File: config.mk
export PLATFORM = sky130hd
export DESIGN_NAME = alu_multicycle
export DESIGN_NICKNAME = d
export VERILOG_FILES = /design/src/rtl/alu_pkg.sv /design/src/rtl/alu_iter_muldiv.sv /design/src/rtl/alu_multicycle.sv
export SDC_FILE = /design/constraint.sdc
export NUM_CORES = 1
export LEC_CHECK = 0
export ABC_AREA = 1
export CAP_MARGIN = 20
export CORE_MARGIN = 5
export CORE_UTILIZATION = 61
export CTS_CLUSTER_SIZE = 14
export DETAILED_ROUTE_END_ITERATION = 8
export PLACE_DENSITY = 0.9
export SLEW_MARGIN = 40
export SYNTH_ARGS = -nofsm -noshare
export SYNTH_HDL_FRONTEND = slang
export SYNTH_HIERARCHICAL = 1
export SYNTH_SLANG_ARGS = --single-unit
File: constraint.sdc
create_clock -name clk -period 3.9 [get_ports clk]
set_clock_uncertainty 0.1 [all_clocks]
set_input_delay 0.78 -clock clk [delete_from_list [all_inputs] [get_ports clk]]
set_output_delay 0.78 -clock clk [all_outputs]
set_load 0.02 [all_outputs]
File: src/rtl/alu_pkg.sv
`default_nettype none
// ============================================================================
//  Module      : alu_pkg
//  Description : Shared definitions for the multicycle ALU: mode encoding,
//                flag bit positions and the handshake state encoding.
//  Revision    : 1.0 - initial release
// ============================================================================
package alu_pkg;

  // Operation select encoding (mode input)
  localparam logic [3:0] MODE_ADD   = 4'h0;
  localparam logic [3:0] MODE_ADC   = 4'h1;
  localparam logic [3:0] MODE_SUB   = 4'h2;
  localparam logic [3:0] MODE_SBB   = 4'h3;
  localparam logic [3:0] MODE_AND   = 4'h4;
  localparam logic [3:0] MODE_OR    = 4'h5;
  localparam logic [3:0] MODE_XOR   = 4'h6;
  localparam logic [3:0] MODE_NOT   = 4'h7;
  localparam logic [3:0] MODE_SHL   = 4'h8;
  localparam logic [3:0] MODE_SHR   = 4'h9;
  localparam logic [3:0] MODE_SAR   = 4'hA;
  localparam logic [3:0] MODE_ROL   = 4'hB;
  localparam logic [3:0] MODE_ROR   = 4'hC;
  localparam logic [3:0] MODE_MULU  = 4'hD;
  localparam logic [3:0] MODE_DIVU  = 4'hE;
  localparam logic [3:0] MODE_PASSB = 4'hF;

  // Bit positions inside the 4-bit {Z,C,S,O} flags bus
  localparam int FLAG_Z = 3;
  localparam int FLAG_C = 2;
  localparam int FLAG_S = 1;
  localparam int FLAG_O = 0;

  typedef enum logic [1:0] {
    ST_IDLE = 2'd0,
    ST_BUSY = 2'd1,
    ST_DONE = 2'd2
  } alu_state_e;

endpackage
`default_nettype wire

File: src/rtl/alu_iter_muldiv.sv
`default_nettype none
// ============================================================================
//  Module      : alu_iter_muldiv
//  Description : Iterative unsigned shift-add multiplier / restoring divider.
//                One product or quotient bit per cycle, WIDTH cycles total.
//                The first iteration is performed on the start edge directly
//                from the a/b inputs, so done rises WIDTH cycles after start.
//  Revision    : 1.0 - initial release
//
//  Ports:
//    clk, rst_n   clock, asynchronous active-low reset
//    start        load operands and run the first iteration
//    is_div       1 = divide (a / b), 0 = multiply (a * b); sampled at start
//    a, b         operands, sampled at start
//    busy         an operation is in progress
//    done         lo/hi hold the final value (one cycle pulse)
//    lo, hi       MUL: low/high product halves; DIV: quotient/remainder
// ============================================================================
module alu_iter_muldiv #(
  parameter int WIDTH = 8
) (
  input  logic             clk,
  input  logic             rst_n,
  input  logic             start,
  input  logic             is_div,
  input  logic [WIDTH-1:0] a,
  input  logic [WIDTH-1:0] b,
  output logic             busy,
  output logic             done,
  output logic [WIDTH-1:0] lo,
  output logic [WIDTH-1:0] hi
);

  localparam int               CNT_W    = $clog2(WIDTH) + 1;
  localparam logic [CNT_W-1:0] CNT_LAST = CNT_W'(WIDTH);

  // acc holds the running high product half / partial remainder,
  // lo_acc holds the multiplier bits being consumed / quotient bits produced.
  logic [WIDTH-1:0] acc_q, acc_d;
  logic [WIDTH-1:0] lo_acc_q, lo_acc_d;
  logic [WIDTH-1:0] b_q, b_d;
  logic [CNT_W-1:0] cnt_q, cnt_d;
  logic             busy_q, busy_d;
  logic             div_q, div_d;

  logic [WIDTH-1:0] step_acc, step_lo, step_b;
  logic             step_div;
  logic [WIDTH:0]   mul_sum;
  logic [WIDTH:0]   div_shift;
  logic [WIDTH-1:0] nxt_acc, nxt_lo;

  // One iteration of either algorithm; sources come straight from the inputs
  // on the start cycle so no cycle is spent just loading operands.
  always_comb begin
    if (start) begin
      step_acc = '0;
      step_lo  = a;
      step_b   = b;
      step_div = is_div;
    end else begin
      step_acc = acc_q;
      step_lo  = lo_acc_q;
      step_b   = b_q;
      step_div = div_q;
    end

    mul_sum   = {1'b0, step_acc} + (step_lo[0] ? {1'b0, step_b} : '0);
    div_shift = {step_acc, step_lo[WIDTH-1]};

    if (step_div) begin
      // Restoring step: subtract only when the shifted remainder covers b.
      if (div_shift >= {1'b0, step_b}) begin
        nxt_acc = WIDTH'(div_shift - {1'b0, step_b});
        nxt_lo  = {step_lo[WIDTH-2:0], 1'b1};
      end else begin
        nxt_acc = div_shift[WIDTH-1:0];
        nxt_lo  = {step_lo[WIDTH-2:0], 1'b0};
      end
    end else begin
      // Shift-add step: {acc, lo} = ({acc + b*lo[0], lo}) >> 1
      nxt_acc = mul_sum[WIDTH:1];
      nxt_lo  = {mul_sum[0], step_lo[WIDTH-1:1]};
    end
  end

  always_comb begin
    acc_d    = acc_q;
    lo_acc_d = lo_acc_q;
    b_d      = b_q;
    cnt_d    = cnt_q;
    busy_d   = busy_q;
    div_d    = div_q;
    if (start) begin
      acc_d    = nxt_acc;
      lo_acc_d = nxt_lo;
      b_d      = b;
      div_d    = is_div;
      cnt_d    = CNT_W'(1);
      busy_d   = 1'b1;
    end else if (busy_q) begin
      if (cnt_q == CNT_LAST) begin
        busy_d = 1'b0;
      end else begin
        acc_d    = nxt_acc;
        lo_acc_d = nxt_lo;
        cnt_d    = cnt_q + CNT_W'(1);
      end
    end
  end

  always_ff @(posedge clk or negedge rst_n) begin
    if (!rst_n) begin
      acc_q    <= '0;
      lo_acc_q <= '0;
      b_q      <= '0;
      cnt_q    <= '0;
      busy_q   <= 1'b0;
      div_q    <= 1'b0;
    end else begin
      acc_q    <= acc_d;
      lo_acc_q <= lo_acc_d;
      b_q      <= b_d;
      cnt_q    <= cnt_d;
      busy_q   <= busy_d;
      div_q    <= div_d;
    end
  end

  assign busy = busy_q;
  assign done = busy_q && (cnt_q == CNT_LAST);
  assign lo   = lo_acc_q;
  assign hi   = acc_q;

endmodule
`default_nettype wire

File: src/rtl/alu_multicycle.sv
`default_nettype none
// ============================================================================
//  Module      : alu_multicycle
//  Description : Registered ALU with valid/ready handshakes on both sides.
//                Single-cycle ops return one cycle after accept; unsigned
//                MUL/DIV run on an iterative unit and return WIDTH+1 cycles
//                after accept.
//  Revision    : 1.0 - initial release
//
//  Ports:
//    clk, rst_n            clock, asynchronous active-low reset
//    in_valid / in_ready   operation request handshake
//    op_a, op_b            operands (op_b low bits = shift amount)
//    mode                  operation select (see alu_pkg MODE_*)
//    carry_in              carry/borrow input for ADC/SBB
//    out_valid / out_ready result handshake
//    result, result_hi     result / MUL high half or DIV remainder
//    flags                 {Z,C,S,O}
// ============================================================================
module alu_multicycle
  import alu_pkg::*;
#(
  parameter int WIDTH     = 8,
  parameter bit MULDIV_EN = 1'b1
) (
  input  logic             clk,
  input  logic             rst_n,
  input  logic             in_valid,
  output logic             in_ready,
  input  logic [WIDTH-1:0] op_a,
  input  logic [WIDTH-1:0] op_b,
  input  logic [3:0]       mode,
  input  logic             carry_in,
  output logic             out_valid,
  input  logic             out_ready,
  output logic [WIDTH-1:0] result,
  output logic [WIDTH-1:0] result_hi,
  output logic [3:0]       flags
);

  localparam int                SH_W   = $clog2(WIDTH);
  localparam logic [SH_W:0]     W_FULL = (SH_W + 1)'(WIDTH);

  alu_state_e       state_q, state_d;
  logic [WIDTH-1:0] result_q, result_d;
  logic [WIDTH-1:0] result_hi_q, result_hi_d;
  logic [3:0]       flags_q, flags_d;
  logic             is_div_q, is_div_d;

  logic             accept;
  logic             go_iter;
  logic             iter_start;
  logic             iter_busy, iter_done;
  logic [WIDTH-1:0] iter_lo, iter_hi;

  // ------------------------------------------------------------------
  // Single-cycle datapath
  // ------------------------------------------------------------------
  logic [SH_W-1:0]  sh;
  logic             sh_nz;
  logic [SH_W:0]    rot_amt;
  logic [WIDTH:0]   add_sum, sub_diff, shl_t, shr_t, sar_t;
  logic [WIDTH-1:0] rol_r, ror_r;
  logic [WIDTH-1:0] sc_result, sc_hi;
  logic             sc_c, sc_o;
  logic [3:0]       sc_flags;

  assign sh      = op_b[SH_W-1:0];
  assign sh_nz   = (sh != '0);
  assign rot_amt = W_FULL - {1'b0, sh};

  always_comb begin
    add_sum  = {1'b0, op_a} + {1'b0, op_b}
             + {{WIDTH{1'b0}}, (mode == MODE_ADC) & carry_in};
    sub_diff = {1'b0, op_a} - {1'b0, op_b}
             - {{WIDTH{1'b0}}, (mode == MODE_SBB) & carry_in};
    // Extra bit on the shifted-out side captures the last bit lost; it is
    // naturally 0 when the shift amount is 0.
    shl_t    = {1'b0, op_a} << sh;
    shr_t    = {op_a, 1'b0} >> sh;
    sar_t    = $signed({op_a, 1'b0}) >>> sh;
    // With sh==0 rot_amt equals WIDTH and the wrap term shifts out to 0.
    rol_r    = (op_a << sh) | (op_a >> rot_amt);
    ror_r    = (op_a >> sh) | (op_a << rot_amt);

    sc_result = op_b;
    sc_hi     = '0;
    sc_c      = 1'b0;
    sc_o      = 1'b0;
    case (mode)
      MODE_ADD, MODE_ADC: begin
        sc_result = add_sum[WIDTH-1:0];
        sc_c      = add_sum[WIDTH];
        sc_o      = (op_a[WIDTH-1] == op_b[WIDTH-1]) &&
                    (add_sum[WIDTH-1] != op_a[WIDTH-1]);
      end
      MODE_SUB, MODE_SBB: begin
        sc_result = sub_diff[WIDTH-1:0];
        sc_c      = ~sub_diff[WIDTH];   // carry set means no borrow
        sc_o      = (op_a[WIDTH-1] != op_b[WIDTH-1]) &&
                    (sub_diff[WIDTH-1] != op_a[WIDTH-1]);
      end
      MODE_AND: sc_result = op_a & op_b;
      MODE_OR:  sc_result = op_a | op_b;
      MODE_XOR: sc_result = op_a ^ op_b;
      MODE_NOT: sc_result = ~op_a;
      MODE_SHL: begin
        sc_result = shl_t[WIDTH-1:0];
        sc_c      = shl_t[WIDTH];
      end
      MODE_SHR: begin
        sc_result = shr_t[WIDTH:1];
        sc_c      = shr_t[0];
      end
      MODE_SAR: begin
        sc_result = sar_t[WIDTH:1];
        sc_c      = sar_t[0];
      end
      MODE_ROL: begin
        sc_result = rol_r;
        sc_c      = sh_nz & rol_r[0];
      end
      MODE_ROR: begin
        sc_result = ror_r;
        sc_c      = sh_nz & ror_r[WIDTH-1];
      end
      // Only reached here without the iterative unit: behaves as pass B.
      MODE_MULU: sc_result = op_b;
      MODE_DIVU: begin
        if (MULDIV_EN && (op_b == '0)) begin
          sc_result = '1;
          sc_hi     = op_a;
          sc_c      = 1'b1;
          sc_o      = 1'b1;
        end else begin
          sc_result = op_b;
        end
      end
      MODE_PASSB: sc_result = op_b;
      default:    sc_result = op_b;
    endcase

    sc_flags         = '0;
    sc_flags[FLAG_Z] = (sc_result == '0);
    sc_flags[FLAG_C] = sc_c;
    sc_flags[FLAG_S] = sc_result[WIDTH-1];
    sc_flags[FLAG_O] = sc_o;
  end

  // Divide by zero is resolved in the single-cycle path.
  assign go_iter = MULDIV_EN &&
                   ((mode == MODE_MULU) || ((mode == MODE_DIVU) && (op_b != '0)));

  // ------------------------------------------------------------------
  // Iterative multiply / divide unit
  // ------------------------------------------------------------------
  generate
    if (MULDIV_EN) begin : g_muldiv
      alu_iter_muldiv #(
        .WIDTH (WIDTH)
      ) u_iter (
        .clk    (clk),
        .rst_n  (rst_n),
        .start  (iter_start),
        .is_div (mode == MODE_DIVU),
        .a      (op_a),
        .b      (op_b),
        .busy   (iter_busy),
        .done   (iter_done),
        .lo     (iter_lo),
        .hi     (iter_hi)
      );
    end else begin : g_no_muldiv
      assign iter_busy = 1'b0;
      assign iter_done = 1'b0;
      assign iter_lo   = '0;
      assign iter_hi   = '0;
    end
  endgenerate

  // ------------------------------------------------------------------
  // Handshake FSM and output registers
  // ------------------------------------------------------------------
  assign in_ready  = (state_q == ST_IDLE) || ((state_q == ST_DONE) && out_ready);
  assign out_valid = (state_q == ST_DONE);
  assign accept    = in_valid && in_ready;

  always_comb begin
    state_d     = state_q;
    result_d    = result_q;
    result_hi_d = result_hi_q;
    flags_d     = flags_q;
    is_div_d    = is_div_q;
    iter_start  = 1'b0;

    case (state_q)
      ST_IDLE, ST_DONE: begin
        if (accept) begin
          if (go_iter) begin
            iter_start = 1'b1;
            is_div_d   = (mode == MODE_DIVU);
            state_d    = ST_BUSY;
          end else begin
            result_d    = sc_result;
            result_hi_d = sc_hi;
            flags_d     = sc_flags;
            state_d     = ST_DONE;
          end
        end else if (state_q == ST_DONE && out_ready) begin
          state_d = ST_IDLE;
        end
      end
      ST_BUSY: begin
        if (iter_done) begin
          result_d         = iter_lo;
          result_hi_d      = iter_hi;
          flags_d          = '0;
          flags_d[FLAG_Z]  = is_div_q ? (iter_lo == '0) : ({iter_hi, iter_lo} == '0);
          flags_d[FLAG_C]  = !is_div_q && (iter_hi != '0);
          flags_d[FLAG_S]  = iter_lo[WIDTH-1];
          flags_d[FLAG_O]  = !is_div_q && (iter_hi != '0);
          state_d          = ST_DONE;
        end else if (!iter_busy) begin
          // Unit lost its operation (cannot happen in normal flow): recover.
          state_d = ST_IDLE;
        end
      end
      default: state_d = ST_IDLE;
    endcase
  end

  always_ff @(posedge clk or negedge rst_n) begin
    if (!rst_n) begin
      state_q     <= ST_IDLE;
      result_q    <= '0;
      result_hi_q <= '0;
      flags_q     <= '0;
      is_div_q    <= 1'b0;
    end else begin
      state_q     <= state_d;
      result_q    <= result_d;
      result_hi_q <= result_hi_d;
      flags_q     <= flags_d;
      is_div_q    <= is_div_d;
    end
  end

  assign result    = result_q;
  assign result_hi = result_hi_q;
  assign flags     = flags_q;

endmodule
`default_nettype wire
==> out/metrics.yaml, run 1 <==
status: "complete, no violations"
hold_class: "in -> async"
drv_slew: 0
crit_type: "in -> reg"
vias_per_cell: 5.94
cts_buffers: 5
synth.cell_area_mm2: 0.00645
multi_input_area_mm2: 0.00462
grt_pass1_wl_um: 37300
ir_worst_vdd_uv: 607
coreArea_mm2: 0.0103
synth-edff-count: 0
dpl.hpwl_um: 18400
drc: 0
drt_first_pass_iters: 8
synthArstFlopShare: 1.00
start_kind: "primary input"
clock.fmax_mhz: 268
ys.flop_type: "dfrtp_1"
power.density_mw_per_mm2: 530
grt_usage: 0.363
fillers: 826
drt_iter0_drc: 1170
grt-ovfl-total: 0
slew_headroom: 0.633
initial_core_util: 0.624
maxCapViolations: 0
wl_per_cell_um: 17.8
finalCritPeriodShare: 0.957
gp_congestion: 1.09
htreeDepth: 2
synthTopCellsByCount: "nand2_1 (318), inv_1 (119), nand3_1 (114), nor2_1 (110), dfrtp_1 (52)"
ff2ff_path_depth: 21
drive_above_1_share: 0.177
end_kind: "flip-flop"
die_width_um: 113
row_count: 37
port_buffers: 46
totalPowerFinal_mw: 4.24
cp.required_ns: 4.06
areaGrowthSynthToFinish_pct: 24.1
dieArea_mm2: 0.0127
nNetsFinal: 1274
num_vias: 7893
route.antenna.remaining_nets: 0
hold_buffers: 0
grt_antenna_before_repair: 0
clockRootBuffer: "clkbuf_8"
tritoncts: "done"
hold_slack_ns: 0.297
grt_max_degree: 32
grt_pass1_vias: 7224
clock-sinks: 52
num_antenna_cells: 0
routed_wl_um: 23700
clk_latency_ns: 0.32
ys_seq_area_frac: 0.202
cp.arrival_ns: 3.89
syn_inst: 1057
syn_nets: 1139
crit_fanout: 9
ys_ff_latch: 52
synth_area_leader_cell: "dfrtp_1"
p_leak_nw: 4.18
yosys-top-cells-area: "dfrtp_1 (20%), nand2_1 (19%), ha_1 (9.9%)"
finalSetupViolCount: 0
die_h_um: 113
yosysTopAreaCellShare: 0.202
hold_viol: 0
register_area_mm2: 0.00130
worst_pin_slew_ns: 0.550
ioPinCount: 47
min_period_ns: 3.73
clk_pin_slew_worst_paths_ns: 0.11
clock_path_buffers: 2
synth_cell_types: 49
yosysMostFrequentCell: "nand2_1"
avgSynthCellArea_um2: 6.10
ys_warn_count: 6
cell usage in the layout, fill, tap and decap left out, drive strengths merged, types with 9 or more instances in the layout:
master / count
nor3: 9
inv: 131
a31oi: 10
clkdlybuf4s50: 43
a21oi: 49
ha: 51
nor2: 122
nand4: 15
nand2: 336
or2: 15
buf: 112
dfrtp: 52
o21ai: 66
nand3: 117
nand3b: 9
o211ai: 13
critical path, stage by stage:
cell             delay (ns)
clkdlybuf4s50_1        0.52
nand2_1                0.18
nor2_4                 0.13
nand2_1                0.07
o21ai_2                0.06
inv_2                  0.07
nor2_4                 0.16
inv_4                  0.07
or2_2                  0.30
o21ai_4                0.09
buf_6                  0.13
ha_1                   0.25
nand2_2                0.10
nor2_1                 0.05
nand2_1                0.09
nor2_4                 0.05
nor2_4                 0.27
nand2_4                0.13
nand2_1                0.09
nand3_1                0.09
nand2_1                0.08
nand2_1                0.06
nand2_1                0.08
kinds of logic after synthesis:
logic type / Yosys count / synth area share
mux: 2 / 0.00369
xor+xnor: 9 / 0.0122
compound gates: 152 / 0.134
simple gates: 624 / 0.428
flops: 52 / 0.202
buf+inv: 161 / 0.103
fa+ha+maj: 57 / 0.118
through the flow:
stage	worst slack (ns)	utilization	cell area (um2)	TNS [ns]	instances
global route	-0.00600	0.775	8000	-0.00706	1329
global placement	-0.267	0.744	7680	-2.02	1313
CTS	0.0220	0.759	7830	0	1323
finish	0.168	0.775	8000	0	1329
detailed placement	-0.400	0.744	7680	-2.94	1313
floorplan	0.0194	-	6450	0	1057
flip-flops by register name, indices dropped and copies added, names as in the netlist:
signal	cells
flags	4
g_muldiv.u_iter/div_q	1
g_muldiv.u_iter/cnt_q	4
g_muldiv.u_iter/hi	8
result_hi	8
g_muldiv.u_iter/busy	1
is_div_q	1
result	7
state_q	2
g_muldiv.u_iter/lo	8
g_muldiv.u_iter/b_q	8
what timing repair did:
item | in CTS | in global routing
endpoints found under the setup margin | 4 | 10
pin swaps | 5 | 13
resized for setup | 12 | 35
gates cloned | 0 | 1
buffers inserted | 2 | 6
layout make-up:
class	instances	share of cell area
clock inverter	3	0.00344
tap	136	0.0213
clock buffer	5	0.00860
timing repair buffer	157	0.164
multi-input combinational	845	0.578
sequential	52	0.163
inverter	131	0.0619
per-layer routing:
layer | routed length [um] | track usage
met5 | 0 | 0
met4 | 1020 | 0.121
met3 | 3270 | 0.0963
met2 | 9730 | 0.542
met1 | 9620 | 0.510
power by group:
part / internal (mW) / total, mW / switching [mW]
Clock: 0.132 / 0.336 / 0.204
Sequential: 0.738 / 0.920 / 0.183
Combinational: 1.25 / 2.98 / 1.73
Total: 2.12 / 4.24 / 2.12
path summary, 6_finish.rpt:
| kind | from | endpoint | slack, ns |
|---|---|---|---|
| max | mode[1] | g_muldiv.u_iter/hi[1] | 0.17 |
| max in group asynchronous | rst_n | g_muldiv.u_iter/b_q[6] | 2.60 |
| max reg2reg | state_q[1] | g_muldiv.u_iter/hi[1] | 0.78 |
| min in group clk | g_muldiv.u_iter/b_q[6] | g_muldiv.u_iter/b_q[6] | 0.41 |
| min reg2reg | g_muldiv.u_iter/b_q[6] | g_muldiv.u_iter/b_q[6] | 0.41 |
| min | rst_n | g_muldiv.u_iter/cnt_q[1] | 0.30 |
No activity file was read; power rests on OpenSTA's default activity.
==> run 2: changes to the inputs <==
Settings changed: MAX_ROUTING_LAYER from default to met4.
==> run 2 against run 1 <==
  * Combinational power is 1% higher
  * Largest cell class unchanged
  * Clock power is 1% lower
  * Hold slack better by 0.061 ns
  * Flip-flop and latch count stayed put
  * Clock-buffer cell count stayed put
  * Power is 1.1% higher
  * Sequential power is 0.9% higher
  * Register-to-register slack worse by 0.06 ns
  * Sequential share of layout area hardly changed
  * Largest power group unchanged
==> out/metrics.yaml, run 2 (synthesis results as in run 1) <==
gp_congestion: 1.15  # +5.2%
worst_pin_slew_ns: 0.607  # +0.0572 ns
hold_class: "in -> async"
clock_path_buffers: 2  # unchanged
max_stage_delay_ns: 0.56  # +0.04 ns
ir_worst_vdd_uv: 675  # +11%
drc: 0  # unchanged
fin_area_mm2: 0.00800  # about the same
dieArea_mm2: 0.0127  # unchanged
ioPinCount: 47  # unchanged
areaGrowthSynthToFinish_pct: 24.2  # about the same
setup_ws_ns: 0.0600  # -0.108 ns
end_kind: "flip-flop"
grt_pass1_wl_um: 36200  # -2.9%
drv_slew: 0  # unchanged
slew_headroom: 0.595  # -0.0377
slowest_stage: "clkdlybuf4s50_1"
num_vias: 7884  # -0.11%
crit_fanout: 9  # unchanged
vias_per_cell: 5.95  # +0.26%
crit_type: "in -> reg"
start_kind: "primary input"
path_cells: "clkdlybuf4s50_1 -> nand2_4 -> nor2_4 -> nand2_1 -> o21ai_1 -> inv_1 -> nor2_4 -> inv_4 -> or2_2 -> o21ai_0 -> buf_4 -> nor2_1 -> ha_1 -> a21oi_2 -> nand2_1 -> nand3_1 -> nand2_1 -> or2_1 -> nand2_1 -> nand2_1 -> nand2_1 -> nand2_1"
drt_first_pass_iters: 6  # -2
dp_slack_ns: -0.340  # +0.0602 ns
drt_iter0_drc: 1115  # -4.7%
final_common_cell: "nand2_1"
die_h_um: 113  # unchanged
clock.fmax_mhz: 260  # -2.8%
finalCritPeriodShare: 0.985  # +0.0276
finalSetupViolCount: 0  # unchanged
routed_wl_um: 23500  # -0.81%
clock-sinks: 52  # unchanged
htreeDepth: 2  # unchanged
status: "complete, no violations"
grt_max_degree: 29  # -9.4%
die_width_um: 113  # unchanged
final_cell_mix: "nand2_1 (315), inv_1 (118), nand3_1 (113)"
grt_usage: 0.361  # -0.00139
num_antenna_cells: 0  # unchanged
dpl.hpwl_um: 18000  # -1.9%
nNetsFinal: 1269  # -0.39%
cp.arrival_ns: 3.95  # +0.06 ns
coreArea_mm2: 0.0103  # unchanged
grt-ovfl-total: 0  # unchanged
wl_per_cell_um: 17.7  # -0.44%
row_count: 37  # unchanged
clk_pin_slew_worst_paths_ns: 0.10  # about the same
grt_pass1_vias: 7034  # -2.6%
fin_util: 0.775  # about the same
port_buffers: 46  # unchanged
cp.required_ns: 4.01  # -0.05 ns
clockRootBuffer: "clkbuf_8"
cts_buffers: 5  # unchanged
p_leak_nw: 4.16  # -0.36%
min_period_ns: 3.84  # +0.108 ns
power.density_mw_per_mm2: 535  # +1.0%
drive_above_1_share: 0.173  # -0.00431
fillers: 832  # +0.73%
hold_buffers: 0  # unchanged
hold_viol: 0  # unchanged
grt_antenna_before_repair: 0  # unchanged
totalPowerFinal_mw: 4.28  # +1.1%
clk_latency_ns: 0.32  # about the same
maxCapViolations: 0  # unchanged
tritoncts: "done"
initial_core_util: 0.624  # unchanged
route.antenna.remaining_nets: 0  # unchanged
ff2ff_path_depth: 20  # -4.8%
place_area_mm2: 0.00762  # -0.88%
crit_top_cell: "nand2_1"
hold_slack_ns: 0.358  # +0.0609 ns
==> run 2: metrics by stage <==
stage               instances  TNS, ns
floorplan                1057        0
global placement         1304    -1.62
detailed placement       1304    -2.29
CTS                      1312        0
global route             1324   -0.345
finish                   1324        0
==> run 2: area by class of cell <==
class	instances	area [um2]	area share
Multi-Input combinational cell	845	4650	0.581
Sequential cell	52	1300	0.163
Timing Repair Buffer	152	1290	0.161
Inverter	131	495	0.0619
Tap cell	136	170	0.0213
Clock buffer	5	68.8	0.00860
Clock inverter	3	27.5	0.00344
==> run 2: repair_timing <==
action / in CTS / in global routing
hold endpoints to repair: 0 / 0
pin swaps: 0 / 11
buffers inserted: 0 / 10
resized for setup: 1 / 49
setup endpoints to repair: 1 / 10
cloned: 0 / 2
==> run 2: layer usage <==
layer	wire [um]	GRT usage	part of all wire
met5	0	-	0
met4	977	0.0978	0.042
met3	3300	0.0759	0.14
met2	9520	0.504	0.41
met1	9670	0.529	0.41
==> run 2: path summary, 6_finish.rpt <==
path / start / slack (ns) / endpoint
hold reg to reg: result[2] / 0.40 / result[2]
max in group asynchronous: rst_n / 2.58 / g_muldiv.u_iter/b_q[7]
min in group clk: result[2] / 0.40 / result[2]
hold / removal: rst_n / 0.36 / g_muldiv.u_iter/cnt_q[1]
setup reg to reg: state_q[1] / 0.72 / g_muldiv.u_iter/hi[6]
setup / recovery: mode[2] / 0.06 / g_muldiv.u_iter/hi[6]
==> run 2: worst max-delay path, delay by kind of cell <==
kind | cells | cell delay (ns)
compound gates | 3 | 0.36
fa+ha+maj | 1 | 0.33
buf+inv | 4 | 0.92
simple gates | 14 | 1.57
==> run 2: power by group <==
part,internal [mW],total [mW],leakage (nW),switching (mW)
Sequential,0.738,0.928,0.625,0.190
Clock,0.132,0.332,0.0463,0.200
Combinational,1.29,3.02,3.49,1.73
